<file path="config.mk">
export PLATFORM = sky130hd
export DESIGN_NAME = shared_key_sequencer_flat
export DESIGN_NICKNAME = d
export VERILOG_FILES = /design/src/rtl/shared_key_sequencer_if.sv /design/src/rtl/shared_key_sequencer.sv /design/src/flat_wrapper.sv
export SDC_FILE = /design/constraint.sdc
export NUM_CORES = 2
export LEC_CHECK = 0
export BUFFER_PORTS_ARGS = -buffer_cell sky130_fd_sc_hd__buf_2
export CAP_MARGIN = 20
export CORE_AREA = 4 4 402 404
export CTS_CLUSTER_DIAMETER = 150
export DETAILED_ROUTE_END_ITERATION = 7
export DIE_AREA = 0 0 406 408
export PLACE_DENSITY = 0.5
export SETUP_SLACK_MARGIN = 0.02
export SLEW_MARGIN = 20
export SYNTH_ARGS = -nofsm -noshare
export SYNTH_HDL_FRONTEND = slang
export SYNTH_SLANG_ARGS = --single-unit
</file>
<file path="constraint.sdc">
create_clock -name clk -period 1.6 [get_ports clk]
set_input_delay 0.24 -clock clk [delete_from_list [all_inputs] [get_ports clk]]
set_output_delay 0.24 -clock clk [all_outputs]
set_load 0.005 [all_outputs]
</file>
<file path="src/rtl/shared_key_sequencer_if.sv">
// Host key load, expansion-core control and round-key stream of shared_key_sequencer.
// The slave modport is the sequencer's view; the master modport is the surrounding system's view.
interface shared_key_sequencer_if #(
  parameter int unsigned CW = 5
);
  logic           key_valid;
  logic           key_ready;
  logic [127:0]   key0;
  logic [127:0]   key1;
  logic           blk_start;
  logic           kx_ena;
  logic [127:0]   kx_mkey0;
  logic [127:0]   kx_mkey1;
  logic [127:0]   kx_rk0;
  logic [127:0]   kx_rk1;
  logic [CW-1:0]  kx_round_cnt;
  logic           kx_occupied;
  logic           rk_valid;
  logic           rk_ready;
  logic [127:0]   rk0;
  logic [127:0]   rk1;
  logic [CW-1:0]  rk_idx;
  logic           rk_last;
  logic           done;
  logic           err_ovf;
  logic           err_short;

  modport slave (
    input  key_valid, key0, key1, blk_start,
    input  kx_rk0, kx_rk1, kx_round_cnt, kx_occupied, rk_ready,
    output key_ready, kx_ena, kx_mkey0, kx_mkey1,
    output rk_valid, rk0, rk1, rk_idx, rk_last, done, err_ovf, err_short
  );

  modport master (
    output key_valid, key0, key1, blk_start,
    output kx_rk0, kx_rk1, kx_round_cnt, kx_occupied, rk_ready,
    input  key_ready, kx_ena, kx_mkey0, kx_mkey1,
    input  rk_valid, rk0, rk1, rk_idx, rk_last, done, err_ovf, err_short
  );
endinterface

</file>
<file path="src/rtl/shared_key_sequencer.sv">
// Loads a two-share master key, kicks the expansion core and streams each captured
// round key (shares kept separate, never recombined) through a 2-entry buffer.
module shared_key_sequencer #(
  parameter int unsigned NUM_RK = 17,
  parameter int unsigned CW     = 5
) (
  input logic                  clk,
  input logic                  rst,
  shared_key_sequencer_if.slave bus
);
  localparam int unsigned KW = 128;

  typedef enum logic [1:0] {IDLE, START, WAIT_BUSY, RUN} state_t;

  state_t         state, state_next;
  logic           key_loaded;
  logic [KW-1:0]  mkey0, mkey1;
  logic [CW-1:0]  cnt_prev, pushed;
  logic           key_ready_q, kx_ena_q, done_q, err_ovf_q, err_short_q;

  logic           v0, v1;
  logic [KW-1:0]  e0_rk0, e0_rk1, e1_rk0, e1_rk1;
  logic [CW-1:0]  e0_idx, e1_idx;
  logic           e0_last, e1_last;

  logic           idle_act, key_hs, blk_go, run_eval, capture, final_cap, short_run, pop;
  logic           new_last;

  always_ff @(posedge clk) begin
    if (rst) state <= IDLE;
    else     state <= state_next;
  end

  // WAIT_BUSY hands over to RUN in the same cycle the core reports busy.
  always_comb begin
    state_next = state;
    case (state)
      IDLE:      if (key_hs || blk_go) state_next = START;
      START:     state_next = WAIT_BUSY;
      WAIT_BUSY,
      RUN: begin
        if (final_cap || short_run) state_next = IDLE;
        else if (run_eval)          state_next = RUN;
      end
      default:   state_next = IDLE;
    endcase
  end

  always_comb begin
    idle_act  = (state == IDLE) && key_ready_q;
    key_hs    = idle_act && bus.key_valid;
    blk_go    = idle_act && bus.blk_start && key_loaded;
    run_eval  = (state == RUN) || ((state == WAIT_BUSY) && bus.kx_occupied);
    capture   = run_eval && bus.kx_occupied && (bus.kx_round_cnt != cnt_prev);
    new_last  = (pushed == CW'(NUM_RK - 1));
    final_cap = capture && new_last;
    short_run = (state == RUN) && !bus.kx_occupied;
    pop       = v0 && bus.rk_ready;
  end

  always_ff @(posedge clk) begin
    if (rst) begin
      key_loaded  <= 1'b0;
      mkey0       <= '0;
      mkey1       <= '0;
      cnt_prev    <= '1;
      pushed      <= '0;
      key_ready_q <= 1'b0;
      kx_ena_q    <= 1'b0;
      done_q      <= 1'b0;
      err_short_q <= 1'b0;
    end else begin
      key_ready_q <= (state_next == IDLE);
      kx_ena_q    <= (state_next == START);
      done_q      <= final_cap;
      if (key_hs) begin
        key_loaded  <= 1'b1;
        mkey0       <= bus.key0;
        mkey1       <= bus.key1;
        err_short_q <= 1'b0;
      end
      if (state == START) begin
        cnt_prev <= '1;
        pushed   <= '0;
      end
      if (capture) begin
        cnt_prev <= bus.kx_round_cnt;
        pushed   <= pushed + CW'(1);
      end
      if (short_run) err_short_q <= 1'b1;
    end
  end

  // Two-entry buffer with entry 0 as the head; a full push without a pop is dropped.
  always_ff @(posedge clk) begin
    if (rst) begin
      v0 <= 1'b0;  v1 <= 1'b0;
      e0_rk0 <= '0; e0_rk1 <= '0; e0_idx <= '0; e0_last <= 1'b0;
      e1_rk0 <= '0; e1_rk1 <= '0; e1_idx <= '0; e1_last <= 1'b0;
      err_ovf_q <= 1'b0;
    end else begin
      if (key_hs) err_ovf_q <= 1'b0;
      if (capture) begin
        if (!v0 || (pop && !v1)) begin
          e0_rk0 <= bus.kx_rk0; e0_rk1 <= bus.kx_rk1; e0_idx <= pushed; e0_last <= new_last;
          v0 <= 1'b1;
        end else if (!v1) begin
          e1_rk0 <= bus.kx_rk0; e1_rk1 <= bus.kx_rk1; e1_idx <= pushed; e1_last <= new_last;
          v1 <= 1'b1;
        end else if (pop) begin
          e0_rk0 <= e1_rk0; e0_rk1 <= e1_rk1; e0_idx <= e1_idx; e0_last <= e1_last;
          e1_rk0 <= bus.kx_rk0; e1_rk1 <= bus.kx_rk1; e1_idx <= pushed; e1_last <= new_last;
        end else begin
          err_ovf_q <= 1'b1;
        end
      end else if (pop) begin
        e0_rk0 <= e1_rk0; e0_rk1 <= e1_rk1; e0_idx <= e1_idx; e0_last <= e1_last;
        v0 <= v1;
        v1 <= 1'b0;
      end
    end
  end

  assign bus.key_ready = key_ready_q;
  assign bus.kx_ena    = kx_ena_q;
  assign bus.kx_mkey0  = mkey0;
  assign bus.kx_mkey1  = mkey1;
  assign bus.rk_valid  = v0;
  assign bus.rk0       = e0_rk0;
  assign bus.rk1       = e0_rk1;
  assign bus.rk_idx    = e0_idx;
  assign bus.rk_last   = e0_last;
  assign bus.done      = done_q;
  assign bus.err_ovf   = err_ovf_q;
  assign bus.err_short = err_short_q;
endmodule

</file>
<file path="src/flat_wrapper.sv">
// flat-port wrapper written by rule: the top's interface ports become plain ports
module shared_key_sequencer_flat 
#(
  parameter int unsigned NUM_RK = 17,
  parameter int unsigned CW     = 5
)
  (clk, rst, bus_key_valid, bus_key0, bus_key1, bus_blk_start, bus_kx_rk0, bus_kx_rk1, bus_kx_round_cnt, bus_kx_occupied, bus_rk_ready, bus_key_ready, bus_kx_ena, bus_kx_mkey0, bus_kx_mkey1, bus_rk_valid, bus_rk0, bus_rk1, bus_rk_idx, bus_rk_last, bus_done, bus_err_ovf, bus_err_short);
  shared_key_sequencer_if #(.CW(CW)) bus_i ();
  input logic clk;
  input logic rst;
  input wire logic [$bits(bus_i.key_valid)-1:0] bus_key_valid;
  input wire logic [$bits(bus_i.key0)-1:0] bus_key0;
  input wire logic [$bits(bus_i.key1)-1:0] bus_key1;
  input wire logic [$bits(bus_i.blk_start)-1:0] bus_blk_start;
  input wire logic [$bits(bus_i.kx_rk0)-1:0] bus_kx_rk0;
  input wire logic [$bits(bus_i.kx_rk1)-1:0] bus_kx_rk1;
  input wire logic [$bits(bus_i.kx_round_cnt)-1:0] bus_kx_round_cnt;
  input wire logic [$bits(bus_i.kx_occupied)-1:0] bus_kx_occupied;
  input wire logic [$bits(bus_i.rk_ready)-1:0] bus_rk_ready;
  output wire logic [$bits(bus_i.key_ready)-1:0] bus_key_ready;
  output wire logic [$bits(bus_i.kx_ena)-1:0] bus_kx_ena;
  output wire logic [$bits(bus_i.kx_mkey0)-1:0] bus_kx_mkey0;
  output wire logic [$bits(bus_i.kx_mkey1)-1:0] bus_kx_mkey1;
  output wire logic [$bits(bus_i.rk_valid)-1:0] bus_rk_valid;
  output wire logic [$bits(bus_i.rk0)-1:0] bus_rk0;
  output wire logic [$bits(bus_i.rk1)-1:0] bus_rk1;
  output wire logic [$bits(bus_i.rk_idx)-1:0] bus_rk_idx;
  output wire logic [$bits(bus_i.rk_last)-1:0] bus_rk_last;
  output wire logic [$bits(bus_i.done)-1:0] bus_done;
  output wire logic [$bits(bus_i.err_ovf)-1:0] bus_err_ovf;
  output wire logic [$bits(bus_i.err_short)-1:0] bus_err_short;
  assign bus_i.key_valid = bus_key_valid;
  assign bus_i.key0 = bus_key0;
  assign bus_i.key1 = bus_key1;
  assign bus_i.blk_start = bus_blk_start;
  assign bus_i.kx_rk0 = bus_kx_rk0;
  assign bus_i.kx_rk1 = bus_kx_rk1;
  assign bus_i.kx_round_cnt = bus_kx_round_cnt;
  assign bus_i.kx_occupied = bus_kx_occupied;
  assign bus_i.rk_ready = bus_rk_ready;
  assign bus_key_ready = bus_i.key_ready;
  assign bus_kx_ena = bus_i.kx_ena;
  assign bus_kx_mkey0 = bus_i.kx_mkey0;
  assign bus_kx_mkey1 = bus_i.kx_mkey1;
  assign bus_rk_valid = bus_i.rk_valid;
  assign bus_rk0 = bus_i.rk0;
  assign bus_rk1 = bus_i.rk1;
  assign bus_rk_idx = bus_i.rk_idx;
  assign bus_rk_last = bus_i.rk_last;
  assign bus_done = bus_i.done;
  assign bus_err_ovf = bus_i.err_ovf;
  assign bus_err_short = bus_i.err_short;
  shared_key_sequencer #(.NUM_RK(NUM_RK), .CW(CW)) u_core (.clk(clk), .rst(rst), .bus(bus_i));
endmodule
</file>
==> flow_results.org <==
** Status
- The run finished, with violations left.
- The checks that failed: design-rule violations, negative setup slack.

** Critical path
- Critical path buffers and inverters :: 3
- The worst setup path is launched from a register.
- At the worst endpoint, the required time is 2.21 ns.
- In this design, the stage delay of the slowest critical-path cell is 0.33 ns.
- The critical path goes through xor2_2, or2_4, o2111ai_4, buf_12, buf_16, clkbuf_16, nand2_4, a21oi_2.
- The critical path in this run is classified as register to register.
- STA classifies the critical path endpoint as a register.
- Along the worst path, the maximum fanout reaches 7.
- Crit-path leading delay family :: buffers and inverters
- STA puts the critical path data arrival time at 2.53 ns.
- Cell at the slowest stage of the critical path :: sky130_fd_sc_hd__dfxtp_2

** Synthesis
- Sequential area share after synthesis :: 55.0%
- After synthesis, the mean cell area works out to 8.18 sq um.
- Counting flops and latches in the post-synthesis netlist gives 800.
- Number of nets in the synthesized netlist :: 4,087
- Counting distinct cell types in the post-synthesis netlist gives 44.
- Post-synth EDFFs :: 0
- In the synthesized netlist the async set-or-reset flop fraction comes to 0%.
- Primary flip-flop cell chosen by synthesis mapping :: sky130_fd_sc_hd__dfxtp_1
- In this run the biggest area consumer among cell types represents 55.0% of the synthesized area.
- Yosys attributes the largest share of cell area to sky130_fd_sc_hd__dfxtp_1 55%, sky130_fd_sc_hd__nand2_1 14%, sky130_fd_sc_hd__a21oi_1 9.0%.
- Biggest area consumer among synthesized cells :: sky130_fd_sc_hd__dfxtp_1
- The Yosys step of the flow raised 0 warnings.
- After synthesis the cells add up to 29,100 sq um.
- Cell count after synthesis :: 3,562

** Floorplan
- Height of the die :: 408 um
- 1,047 I/O pins were placed.
- Die W :: 406 um
- Placeable core region :: 158,000 sq um
- The floorplan step defined a die boundary enclosing 166,000 sq um.
- The floorplan has 146 rows.
- Initial Utilization :: 18.5%

** Route
- After detailed routing, the number of vias per cell comes to 4.44.
- In the final routed layout, each cell accounts on average for 19.7 um.
- The detail route stage leaves a number of antenna-violating nets equal to 0.
- Wire length reported by the detailed router :: 144,000 um
- The pre-antenna-repair detailed-routing pass consisted of 8 iterations.
- For this block, the via count after detailed routing is 32.6k.
- DRC marker count from the first detailed-route iteration :: 2,592
- In the routed design, unresolved DRC markers number 9.

** STA
- Setup Total Neg Slack :: -119.66 ns
- For the pin with the worst max-slew slack, the measured transition is 0.533 ns.
- Final critical delay including setup and external delays :: 1.92 ns
- Setup repair after global routing could not meet its margin everywhere.
- Setup slack on the critical path of the routed design comes to -0.322 ns.
- The tightest hold path in the finished design has a slack of 0.0798 ns.
- In the finished design, the share of the clock period the worst path needs comes to 120%.
- Timing would allow up to 520 MHz.
- The number of failing hold endpoints at the final stage is 0.
- Slew headroom :: 64.5%
- Max Transition Viols Final :: 0
- Final setup violating endpoints :: 648
- Between clock sinks in the finished design, the worst skew comes to 0.0909 ns.

** Clock network
- The H-tree was split into 3 levels.
- Worst-Skew Late Latency :: 0.72 ns
- TritonCTS built the clock tree.
- Clock sink total :: 800
- In this run, CTS created clock tree buffers numbering 95.
- Clock root cell :: sky130_fd_sc_hd__clkbuf_16
- Clock buffer depth :: 3
- Worst-path clk slew :: 0.06 ns

** GRT
- Final global-route overflow total :: 0
- The number of global-route vias before repair was 32.5k.
- Entering global routing, the biggest net connects 81 pins.
- Global-route wire length before repair :: 204,000 um
- GRT Overall Usage :: 15.9%
- Antenna violations before repair :: 22

** Pwr
- Net switching is 26.4% of the power.
- Internal Dissipation :: 37.4 mW
- Combinational logic burns 13.5% of the power.
- Leakage dissipation :: 20.3 nW
- Switching Power :: 13.4 mW
- Dividing total power by cell area gives a power density of 1050 nW/um^2.
- VDD sags by at most 829 uV.
- The clock network burns 44.9% of the power.
- In this run, flip-flops and latches consume 41.7% of the power.

** Cells and area
- Fill cells in the final layout number 16.5k.
- The sequential cells in the finished layout cover a total of 16,000 sq um.
- Relative to the synthesized area, the layout overhead comes to 66.5%.
- At the end of the flow, the number of nets in the layout was 5,708.
- Of the cells placed in the final design, the portion with a size suffix greater than 1 is 30.7%.
- Summing all multi-input logic gate instances after layout gives 12,500 sq um.

** Flow run
- Max-cap violations in this run came to 0.

** Place
- Routability-driven placement finished with a final weighted congestion of 0.855.
- Detailed placement ended at an HPWL of 100,000 um.
- Number of I/O port buffers :: 1,046
- Post-place setup slack :: -0.454 ns

** Hold path
- Worst hold-check path type :: primary input to register
## final cells by class
type / instances / share of cell area (%)
diodes: 14 / 0.0722
clock buffers: 140 / 5.60
clock inverters: 35 / 1.14
inverters: 6 / 0.0464
multi-input cells: 2437 / 25.7
flip-flops and latches: 800 / 33.1
well taps: 2072 / 5.35
repair buffers: 1843 / 29.0
## registers in the layout, indices dropped and copies added, names as in the netlist, 2 cells and up
register	cells
u_core.e1_rk1	128
u_core.e1_idx	5
u_core.bus.kx_mkey0	128
u_core.bus.rk1	128
u_core.state	2
u_core.bus.kx_mkey1	128
u_core.bus.rk0	128
u_core.bus.rk_idx	5
u_core.cnt_prev	5
u_core.e1_rk0	128
u_core.pushed	5
## worst reg2reg max path: stages (launching register included)
cell and delay, ns:
sky130_fd_sc_hd__dfxtp_2 0.33, sky130_fd_sc_hd__xor2_2 0.19, sky130_fd_sc_hd__or2_4 0.29, sky130_fd_sc_hd__o2111ai_4 0.28, sky130_fd_sc_hd__buf_12 0.19, sky130_fd_sc_hd__buf_16 0.17, sky130_fd_sc_hd__clkbuf_16 0.21, sky130_fd_sc_hd__nand2_4 0.06
sky130_fd_sc_hd__a21oi_2 0.10
## timing repair
action / in CTS / in global routing
buffers inserted: 10 / 16
pin swaps: 6 / 107
hold buffers: 520 / 0
setup endpoints to repair: 742 / 800
cloned: 6 / 18
gates resized for setup: 32 / 178
endpoints found under the hold margin: 785 / 0
## worst paths after layout
path                                          from                   end  cells past startpoint  slack, ns
worst max-delay path            u_core.cnt_prev[4]    u_core.e1_rk0[120]                      8      -0.32
worst min-delay path                 bus_key_valid  u_core.bus.key_ready                      5       0.08
worst max register to register  u_core.cnt_prev[4]    u_core.e1_rk0[120]                      8      -0.32
worst min register to register  u_core.bus.rk1[13]    u_core.bus.rk1[13]                      2       0.44
## power by group through the flow
stage	Combinational (mW)	Sequential (mW)	Clock (mW)
final	6.84	21.2	22.8
after CTS	6.66	21.1	23.4
after floorplan	2.15	21.6	0
after global placement	5.40	21.6	0
after global routing	7.38	21.2	24.1
after detailed placement	5.43	21.6	0
## cells in the final DEF, fill, tap and decap left out, types with 4 or more instances in the layout
master	netlist	routed
sky130_fd_sc_hd__a21oi_1	526	478
sky130_fd_sc_hd__a21oi_2	0	46
sky130_fd_sc_hd__a222oi_1	82	82
sky130_fd_sc_hd__a31oi_1	5	4
sky130_fd_sc_hd__a32oi_1	78	73
sky130_fd_sc_hd__a32oi_2	0	5
sky130_fd_sc_hd__and3_1	80	78
sky130_fd_sc_hd__buf_12	0	78
sky130_fd_sc_hd__buf_16	0	10
sky130_fd_sc_hd__buf_2	105	1044
sky130_fd_sc_hd__buf_4	18	155
sky130_fd_sc_hd__buf_6	9	14
sky130_fd_sc_hd__buf_8	0	5
sky130_fd_sc_hd__bufinv_16	0	9
sky130_fd_sc_hd__clkbuf_1	175	28
sky130_fd_sc_hd__clkbuf_16	0	112
sky130_fd_sc_hd__clkbuf_8	0	17
sky130_fd_sc_hd__clkinv_2	0	10
sky130_fd_sc_hd__clkinvlp_4	0	7
sky130_fd_sc_hd__dfxtp_1	800	794
sky130_fd_sc_hd__diode_2	0	14
sky130_fd_sc_hd__dlygate4sd3_1	0	520
sky130_fd_sc_hd__inv_1	6	6
sky130_fd_sc_hd__nand2_1	1122	1082
sky130_fd_sc_hd__nand2_2	0	9
sky130_fd_sc_hd__nand2_4	0	31
sky130_fd_sc_hd__nand2b_1	5	5
sky130_fd_sc_hd__nand3_1	12	11
sky130_fd_sc_hd__nor2_1	198	197
sky130_fd_sc_hd__nor3_1	107	97
sky130_fd_sc_hd__nor3_2	0	9
sky130_fd_sc_hd__o21ai_0	57	44
sky130_fd_sc_hd__o21ai_1	29	41
sky130_fd_sc_hd__o22ai_1	101	92
sky130_fd_sc_hd__o22ai_4	0	9
## cell families (layout without fill, tap and decap cells)
group / count (synthesis) / after routing / synth area share, %
adders and majority gates: 2 / 2 / 0.0859
AOI/OAI and AO/OA: 894 / 894 / 18.5
DFF: 800 / 800 / 55.0
muxes: 1 / 1 / 0.0387
buffers and inverters: 325 / 2024 / 5.11
xor gates and xnor gates: 5 / 5 / 0.150
and+or+nand+nor: 1535 / 1535 / 21.2
other: 0 / 14 / 0
## cell usage after synthesis (2+ instances only)
master	count
sky130_fd_sc_hd__clkbuf_2	2
sky130_fd_sc_hd__and3_1	80
sky130_fd_sc_hd__or3_1	2
sky130_fd_sc_hd__inv_1	6
sky130_fd_sc_hd__a31oi_1	5
sky130_fd_sc_hd__clkbuf_1	175
sky130_fd_sc_hd__ha_1	2
sky130_fd_sc_hd__o21a_1	2
sky130_fd_sc_hd__buf_4	18
sky130_fd_sc_hd__dfxtp_1	800
sky130_fd_sc_hd__buf_2	105
sky130_fd_sc_hd__nand3_1	12
sky130_fd_sc_hd__nor2_1	198
sky130_fd_sc_hd__a32oi_1	78
sky130_fd_sc_hd__o21ai_2	2
sky130_fd_sc_hd__nor3_1	107
sky130_fd_sc_hd__nand2b_1	5
sky130_fd_sc_hd__buf_1	10
sky130_fd_sc_hd__xor2_1	2
sky130_fd_sc_hd__xnor2_1	3
sky130_fd_sc_hd__o21ai_0	57
sky130_fd_sc_hd__a222oi_1	82
sky130_fd_sc_hd__nand2_1	1122
sky130_fd_sc_hd__nand3b_1	2
sky130_fd_sc_hd__o22ai_1	101
sky130_fd_sc_hd__a21o_1	2
sky130_fd_sc_hd__o31ai_1	2
sky130_fd_sc_hd__a21oi_1	526
sky130_fd_sc_hd__and2_1	3
sky130_fd_sc_hd__o21ai_1	29
sky130_fd_sc_hd__buf_6	9
## metal layers
layer / part of all wire [%] / vias to the layer above / GRT usage [%]
met5: 0.040 / - / 0
met4: 5.7 / 8 / 8.06
met3: 6.7 / 304 / 3.84
met2: 50 / 1290 / 28.6
met1: 38 / 15600 / 17.3
li1: - / 15400 / -
## metrics by stage
step / instance area (sq um) / util [%] / total power, mW / cells
after floorplan: 29300 / - / 23.7 / 3562
after global placement: 38300 / 24.3 / 27.0 / 6588
after detailed placement: 38300 / 24.3 / 27.0 / 6588
after CTS: 47100 / 29.9 / 51.2 / 7299
after global routing: 48500 / 30.7 / 52.8 / 7347
final: 48500 / 30.7 / 50.8 / 7347
Power figures use the tool's default switching activity.
